<file path="src/rtl/vec_decode_sequencer_pkg.sv">
// decode_pkg: opcodes, field encodings, control bundle and FSM states for the vector decode sequencer.
package decode_pkg;
  localparam logic [5:0] OP_RTYPE  = 6'b000000;
  localparam logic [5:0] OP_VRTYPE = 6'b100000;
  localparam logic [5:0] OP_IMM    = 6'b001000;
  localparam logic [5:0] OP_STR    = 6'b011000;
  localparam logic [5:0] OP_LDR    = 6'b011001;
  localparam logic [5:0] OP_STRV   = 6'b111000;
  localparam logic [5:0] OP_LDRV   = 6'b111001;
  localparam logic [5:0] OP_BEQ    = 6'b001100;
  localparam logic [5:0] OP_BGT    = 6'b001101;
  localparam logic [5:0] OP_B      = 6'b000100;
  localparam logic [1:0] IMM_ARITH = 2'b00;
  localparam logic [1:0] IMM_SHIFT = 2'b11;
  localparam logic [1:0] REG_DEF   = 2'b00;
  localparam logic [1:0] REG_RD    = 2'b01;
  typedef struct packed {
    logic       branch;
    logic       reg_w;
    logic       reg_wv;
    logic       alu_op;
    logic       mem_w;
    logic       mem_src;
    logic       mem_to_reg;
    logic       alu_src;
    logic [1:0] reg_src;
    logic [1:0] imm_src;
  } ctrl_t;
  typedef enum logic {IDLE, VBEAT} state_t;
endpackage

</file>
<file path="src/rtl/vec_decode_sequencer_lut.sv">
// decode_lut: combinational Opcode/Func to control bundle, plus vector-memory and illegal flags.
module decode_lut
  import decode_pkg::*;
(
  input  logic [5:0] op_i,
  input  logic [2:0] func_i,
  output ctrl_t      ctrl_o,
  output logic       is_vmem_o,
  output logic       is_illegal_o
);
  always_comb begin
    ctrl_o = '0;
    is_vmem_o = 1'b0;
    is_illegal_o = 1'b0;
    case (op_i)
      OP_RTYPE: begin
        ctrl_o.reg_w = 1'b1;
        ctrl_o.alu_op = 1'b1;
        ctrl_o.alu_src = func_i inside {3'b011, 3'b111};
        ctrl_o.imm_src = ctrl_o.alu_src ? IMM_SHIFT : IMM_ARITH;
      end
      OP_VRTYPE: begin
        ctrl_o.reg_wv = 1'b1;
        ctrl_o.alu_op = 1'b1;
        ctrl_o.mem_to_reg = 1'b1;
      end
      OP_STR: begin
        ctrl_o.reg_src = REG_RD;
        ctrl_o.mem_w = 1'b1;
        ctrl_o.alu_src = 1'b1;
      end
      OP_LDR: begin
        ctrl_o.reg_w = 1'b1;
        ctrl_o.mem_to_reg = 1'b1;
        ctrl_o.alu_src = 1'b1;
      end
      OP_STRV: begin
        ctrl_o.reg_src = REG_RD;
        ctrl_o.mem_w = 1'b1;
        ctrl_o.mem_src = 1'b1;
        ctrl_o.alu_src = 1'b1;
        is_vmem_o = 1'b1;
      end
      OP_LDRV: begin
        ctrl_o.reg_wv = 1'b1;
        ctrl_o.mem_src = 1'b1;
        ctrl_o.mem_to_reg = 1'b1;
        ctrl_o.alu_src = 1'b1;
        is_vmem_o = 1'b1;
      end
      OP_BEQ, OP_BGT: begin
        ctrl_o.branch = 1'b1;
        ctrl_o.reg_src = REG_RD;
        ctrl_o.alu_op = 1'b1;
      end
      OP_B: ctrl_o.branch = 1'b1;
      default: begin
        if (op_i[5:2] == OP_IMM[5:2]) begin
          ctrl_o.reg_w = 1'b1;
          ctrl_o.alu_op = 1'b1;
          ctrl_o.alu_src = 1'b1;
          ctrl_o.imm_src = IMM_ARITH;
        end else begin
          is_illegal_o = 1'b1;
        end
      end
    endcase
  end
endmodule

</file>
<file path="src/rtl/vec_decode_sequencer.sv">
// vec_decode_sequencer: registered decoder splitting wide vector loads/stores into memory-port beats.
// Optional macro DECODE_ILLEGAL_TRAP_EN: flag illegal opcodes and hold ready_o low until reset.
module vec_decode_sequencer
  import decode_pkg::*;
#(
  parameter int VEC_WIDTH = 128,
  parameter int MEM_WIDTH = 32,
  localparam int VEC_BEATS = VEC_WIDTH / MEM_WIDTH,
  localparam int BW = (VEC_BEATS > 1) ? $clog2(VEC_BEATS) : 1
) (
  input  logic          clk,
  input  logic          rst,
  input  logic          valid_i,
  input  logic [5:0]    Opcode,
  input  logic [2:0]    Func,
  input  logic          stall_i,
  input  logic          flush_i,
  output logic          ready_o,
  output logic          valid_o,
  output logic          Branch,
  output logic          RegW,
  output logic          RegWV,
  output logic          ALUOp,
  output logic          MemW,
  output logic          MemSrc,
  output logic          MemtoReg,
  output logic          ALUSrc,
  output logic [1:0]    RegSrc,
  output logic [1:0]    ImmSrc,
  output logic [BW-1:0] beat_o,
  output logic          last_beat_o,
  output logic          illegal_o
);
  localparam logic [BW-1:0] LAST = BW'(VEC_BEATS - 1);
  localparam bit MULTI = VEC_BEATS > 1;
`ifdef DECODE_ILLEGAL_TRAP_EN
  localparam bit TRAP = 1'b1;
`else
  localparam bit TRAP = 1'b0;
`endif
  ctrl_t dec, ctrl_q, ctrl_d;
  logic is_vmem, is_ill, vm;
  state_t state_q, state_d;
  logic [BW-1:0] beat_q, beat_d;
  logic last_q, last_d, valid_q, valid_d, ready_q, ready_d, ill_q, ill_d, trap_q, trap_d;
  decode_lut u_lut (
    .op_i        (Opcode),
    .func_i      (Func),
    .ctrl_o      (dec),
    .is_vmem_o   (is_vmem),
    .is_illegal_o(is_ill)
  );
  assign vm = is_vmem & MULTI;
  always_comb begin
    state_d = state_q;
    ctrl_d = ctrl_q;
    beat_d = beat_q;
    last_d = last_q;
    valid_d = valid_q;
    ready_d = ready_q;
    ill_d = ill_q;
    trap_d = trap_q;
    if (flush_i) begin
      state_d = IDLE;
      ctrl_d = '0;
      beat_d = '0;
      last_d = 1'b0;
      valid_d = 1'b0;
      ready_d = !trap_q;
      ill_d = 1'b0;
    end else if (!stall_i) begin
      ill_d = 1'b0;
      if (state_q == VBEAT && !ready_q) begin
        beat_d = beat_q + 1'b1;
        last_d = beat_d == LAST;
        ready_d = last_d;
      end else if (ready_q && valid_i) begin
        state_d = vm ? VBEAT : IDLE;
        ctrl_d = dec;
        beat_d = '0;
        last_d = !vm;
        valid_d = 1'b1;
        ill_d = TRAP & is_ill;
        trap_d = trap_q | ill_d;
        ready_d = !vm && !trap_d;
      end else begin
        state_d = IDLE;
        ctrl_d = '0;
        beat_d = '0;
        last_d = 1'b0;
        valid_d = 1'b0;
        ready_d = !trap_q;
      end
    end
  end
  always_ff @(posedge clk or posedge rst) begin
    if (rst) begin
      state_q <= IDLE;
      ctrl_q <= '0;
      beat_q <= '0;
      last_q <= 1'b0;
      valid_q <= 1'b0;
      ready_q <= 1'b1;
      ill_q <= 1'b0;
      trap_q <= 1'b0;
    end else begin
      state_q <= state_d;
      ctrl_q <= ctrl_d;
      beat_q <= beat_d;
      last_q <= last_d;
      valid_q <= valid_d;
      ready_q <= ready_d;
      ill_q <= ill_d;
      trap_q <= trap_d;
    end
  end
  // ldrv writes the vector register only once the final beat has landed
  assign RegWV = ctrl_q.reg_wv & last_q;
  assign Branch = ctrl_q.branch;
  assign RegW = ctrl_q.reg_w;
  assign ALUOp = ctrl_q.alu_op;
  assign MemW = ctrl_q.mem_w;
  assign MemSrc = ctrl_q.mem_src;
  assign MemtoReg = ctrl_q.mem_to_reg;
  assign ALUSrc = ctrl_q.alu_src;
  assign RegSrc = ctrl_q.reg_src;
  assign ImmSrc = ctrl_q.imm_src;
  assign ready_o = ready_q;
  assign valid_o = valid_q;
  assign beat_o = beat_q;
  assign last_beat_o = last_q;
  assign illegal_o = ill_q;
endmodule
</file>
<file path="config.mk">
export PLATFORM = sky130hd
export DESIGN_NAME = vec_decode_sequencer
export DESIGN_NICKNAME = d
export VERILOG_FILES = /design/src/rtl/vec_decode_sequencer_pkg.sv /design/src/rtl/vec_decode_sequencer_lut.sv /design/src/rtl/vec_decode_sequencer.sv
export SDC_FILE = /design/constraint.sdc
export NUM_CORES = 1
export LEC_CHECK = 0
export CAP_MARGIN = 20
export CORE_UTILIZATION = 30
export CTS_BUF_LIST = sky130_fd_sc_hd__clkbuf_16
export DETAILED_ROUTE_END_ITERATION = 10
export PLACE_DENSITY = 0.59
export RECOVER_POWER = 25
export SLEW_MARGIN = 25
export SYNTH_ARGS = -nofsm -noshare
export SYNTH_HDL_FRONTEND = slang
export SYNTH_SLANG_ARGS = --single-unit
</file>
<file path="constraint.sdc">
create_clock -name clk -period 1.7 [get_ports clk]
set_input_delay 0.34 -clock clk [delete_from_list [all_inputs] [get_ports clk]]
set_output_delay 0.34 -clock clk [all_outputs]
set_load 0.005 [all_outputs]
</file>
==> run summary <==
For this design the static power due to leakage is 0.000532 uW. In the synthesized netlist the async set-or-reset flop fraction comes to 100%. The synthesis-to-layout area growth was 48.1%; the final wirelength was 2.06 mm. At the pin with the least slew margin, the transition time is 588 ps. For this run, the register share of the synthesized area comes to 43.5%.

The endpoint identified for the worst register-to-register timing path is ready_o. The tools report the via count of the first global-routing pass as 761. The worst slack at placement was -55.1 ps. The count of final hold-check violations was 0; the number of cells on the worst reg-to-reg path was 4. The ratio of cells with drive above 1 in the final layout came out at 16.8%. The count of nets left with antenna violations once routing finished came out at 0. The worst register-to-register path has a setup slack of 290 ps. For the portion of total power attributed to sequential cells, the log shows 38.4%. The worst hold path belongs to the class reg -> reg. The power density normalized to cell area was 743 nW/um2.

Global routing consumed, on the met3 layer, 5.81% of the routing resources. For the number of buffers added by the clock tree synthesis step, the log shows 3. After detailed routing, the number of remaining DRC violations is 0.

The count of inserted antenna diode cells was 0. The run gives 31.7% as the initial core utilization. The synthesized-area fraction occupied by ao, oa, aoi and oai cells came out at 23.0%. The placed wire-length estimate after detailed placement was 1.53 mm; the clock transition at the register clock pins on the worst setup and hold paths after CTS was 50 ps. The congestion estimate from routability-driven global placement came to 0.790.

Yosys mapped the design onto 37 distinct sky130hd cell types. The synthesized netlist devotes 0% of its cell area to XOR and XNOR gates. The instance count along the most critical hold path is 1. The arrival time at the worst endpoint came out at 1310 ps. The delay of the slowest cell on the worst path was 560 ps. Final critical-path share of the clock period: 96.8%. The number of register bits inferred by synthesis was 15; the switching share of power was 21.8%. The run gives 32 as the count of boundary I/O pins. The fraction of the mapped netlist area in adder cells works out to 1.45%.

The tools report the startpoint of the lowest-slack hold path as valid_o. Setup repair after global routing left no endpoint under its margin. Measured against its own limit, the worst slew margin works out to 60.7%.

On the final layout, the worst clock skew is 3.71 ps. The flow ran to the end, and the final reports show no timing, DRC or antenna violations. For the overall track demand over capacity in global routing, the log shows 14.7%. The count of flip-flops with a built-in enable after synthesis was 0; the total buffers and inverters traversed by the critical path was 1. The floorplan step defined a die boundary enclosing 3100 um2. The share of total power dissipated in combinational logic is 13.1%. In this run the horizontal extent of the chip is 55.7 um.

After layout, the worst setup slack is 54.0 ps. Global routing used 19.1% of the available met1 tracks. The clock network burns 48.6% of the power.

For this run, the number of Yosys warnings is 0. The top flip-flop cell by instance count after synthesis is sky130_fd_sc_hd__dfrtp_1. The tools report the total area of sequential cells as 377 um2. Along the worst path, the maximum fanout reaches 5.

The tools report the number of levels in the clock H-tree as 1. The dominant combinational cell family by area after synthesis was compound AO/OA/AOI/OAI gates. By startpoint and endpoint, the worst setup path is classified as reg -> out. Violation count after the first detailed-route iteration: 9.

The beginning of the worst register-to-register path was ready_o. TritonCTS built the clock tree. The tools report the maximum buffer depth of the clock tree as 2. The run gives 250 ps as the worst-skew pair later-pin latency. CTS saw 15 sinks.

Counting I/O delays and the setup requirement, the final critical path takes 1650 ps. The number of filler instances in the final layout was 264; the max-slew violation total from the final report was 0. Cell chosen for the clock root: sky130_fd_sc_hd__clkbuf_16. Leaving out fill and tap cells, the most frequent cell in the layout is sky130_fd_sc_hd__clkdlybuf4s50_1. The max-cap violation count was 0; the initial antenna violation count was 0.

Number of cells produced by synthesis: 86. Across the VDD grid, the largest voltage drop is 0.000668 V. The area of the multi-input gates was 402 um2. The number of vias after detailed routing is 760, and the core area is 2730 um2. The average via count per standard cell was 5.07; the internal power summed over all cells was 745 uW. The first global-routing pass estimated 3.51 mm of wire.

The highest clock frequency the design can meet was 608 MHz; the average instance area after synthesis was 10.1 um2. The die height was 55.7 um. The cell row count came out at 19. After layout, the design draws a total of 953 uW. The tools report the worst min-delay path endpoint as valid_o. For this run, the detailed router's first-pass iteration total came to 4. The slowest stage of the critical path belongs to the cell sky130_fd_sc_hd__dfstp_2. The worst setup path is launched from a flip-flop. Simple-gate share of the synthesized area: 19.9%. Among cell families on the critical path, the largest total delay comes from flip-flops. The net count reported at finish is 135. Element type at the critical path end: a primary output. Synthesized area: 866 um2.

After detailed routing, the average wire length per cell comes to 13.7 um. The count of buffers inserted at the top-level ports is 28. Setup violations remaining at the end of the flow were counted as 0. In the layout the commonest cells are 27 x sky130_fd_sc_hd__clkdlybuf4s50_1, 14 x sky130_fd_sc_hd__dfrtp_1, 11 x sky130_fd_sc_hd__buf_4. Data on the critical path is required at its endpoint by 1360 ps. After global routing, the most crowded layer is met2. The net switching power of the design was 208 uW. Global routing finished with a remaining overflow of 0. For this run, global-route usage on met2 was measured as 22.5%. Measured against the total synthesized area, the mux share comes to 1.16%.

Hold repair after CTS inserted 0 buffers. Walking the worst path, the cells encountered are clkdlybuf4s50_1. Entering global routing, the biggest net connects 16 pins.
-- worst max-delay path by stage --
stage              start  endpoint  slack, ps  cells past startpoint
6_report         ready_o   ready_o         50                      1
5_1_grt          ready_o   ready_o         10                      1
4_1_cts          ready_o   ready_o         10                      1
3_5_place_dp   Opcode[0]    ALUSrc        -60                      4
3_3_place_gp   Opcode[0]    ALUSrc        -50                      4
2_1_floorplan    ready_o   ready_o        430                      3
-- synth_stat cells (2+ instances only) --
library cell	n	area, um2
sky130_fd_sc_hd__dfrtp_1	14	350
sky130_fd_sc_hd__o2bb2ai_1	8	70.1
sky130_fd_sc_hd__inv_1	6	22.5
sky130_fd_sc_hd__a21oi_1	5	25.0
sky130_fd_sc_hd__buf_4	5	37.5
sky130_fd_sc_hd__clkbuf_1	4	15.0
sky130_fd_sc_hd__nand2_1	4	15.0
sky130_fd_sc_hd__nor3_1	3	15.0
sky130_fd_sc_hd__a22o_1	2	17.5
sky130_fd_sc_hd__a32o_1	2	20.0
sky130_fd_sc_hd__nand2b_1	2	12.5
sky130_fd_sc_hd__nand3_1	2	10.0
sky130_fd_sc_hd__nor2_1	2	7.51
sky130_fd_sc_hd__nor2b_1	2	12.5
sky130_fd_sc_hd__o21ai_0	2	10.0
sky130_fd_sc_hd__or3_1	2	12.5
-- metal layers --
layer  part of all wire, %  up-vias
met1                    47      356
met2                    44       25
met3                   7.4        5
met4                   1.4        0
met5                     0        -
li1                      -      374
-- sequential cells by signal, summed over array words and instances, names as in the netlist --
signal       cells
last_beat_o      1
RegSrc           1
Branch           1
ctrl_q           1
beat_o           2
MemW             1
ALUOp            1
RegW             1
valid_o          1
ALUSrc           1
MemSrc           1
ready_o          1
MemtoReg         1
ImmSrc           1
-- layout make-up --
| type | instances | area share, % |
|---|---|---|
| Clock buffer | 3 | 5.85 |
| Multi-Input combinational cell | 55 | 31.3 |
| Sequential cell | 15 | 29.4 |
| Clock inverter | 1 | 0.390 |
| Timing Repair Buffer | 39 | 28.3 |
| Tap cell | 31 | 3.02 |
| Inverter | 6 | 1.76 |
-- kinds of logic (layout without fill, tap and decap cells) --
kind of cell / count (synthesis) / count (layout)
AO/OA/AOI/OAI: 26 / 26
AND/OR/NAND/NOR: 25 / 25
buffers and inverters: 17 / 49
flip-flops: 15 / 15
adder cells (fa/ha/maj): 1 / 1
other: 1 / 2
multiplexers: 1 / 1
-- timing repair --
| action | 4_1_cts | 5_1_grt |
|---|---|---|
| setup endpoints to repair | 0 | 1 |
| buffers inserted | 0 | 1 |
| gates resized for setup | 0 | 0 |
-- stage by stage --
stage	TNS, ps	cells	instance area (um2)	hold WS, ps	utilization, %
5_1_grt	0	150	1280	508	46.9
3_5_place_dp	-55.1	145	1190	470	43.7
6_report	0	150	1280	479	46.9
4_1_cts	0	149	1270	478	46.6
2_1_floorplan	0	87	870	241	-
3_3_place_gp	-46.3	145	1190	468	43.7
-- power by group through the flow --
stage	clock network [uW]	logic, uW	registers [uW]
after detailed placement	0	126	371
after CTS	479	127	365
after global placement	0	125	371
after global routing	492	138	366
after floorplan	0	61.5	371
final	463	125	365
Note: power is estimated with default switching activity, not from simulation.
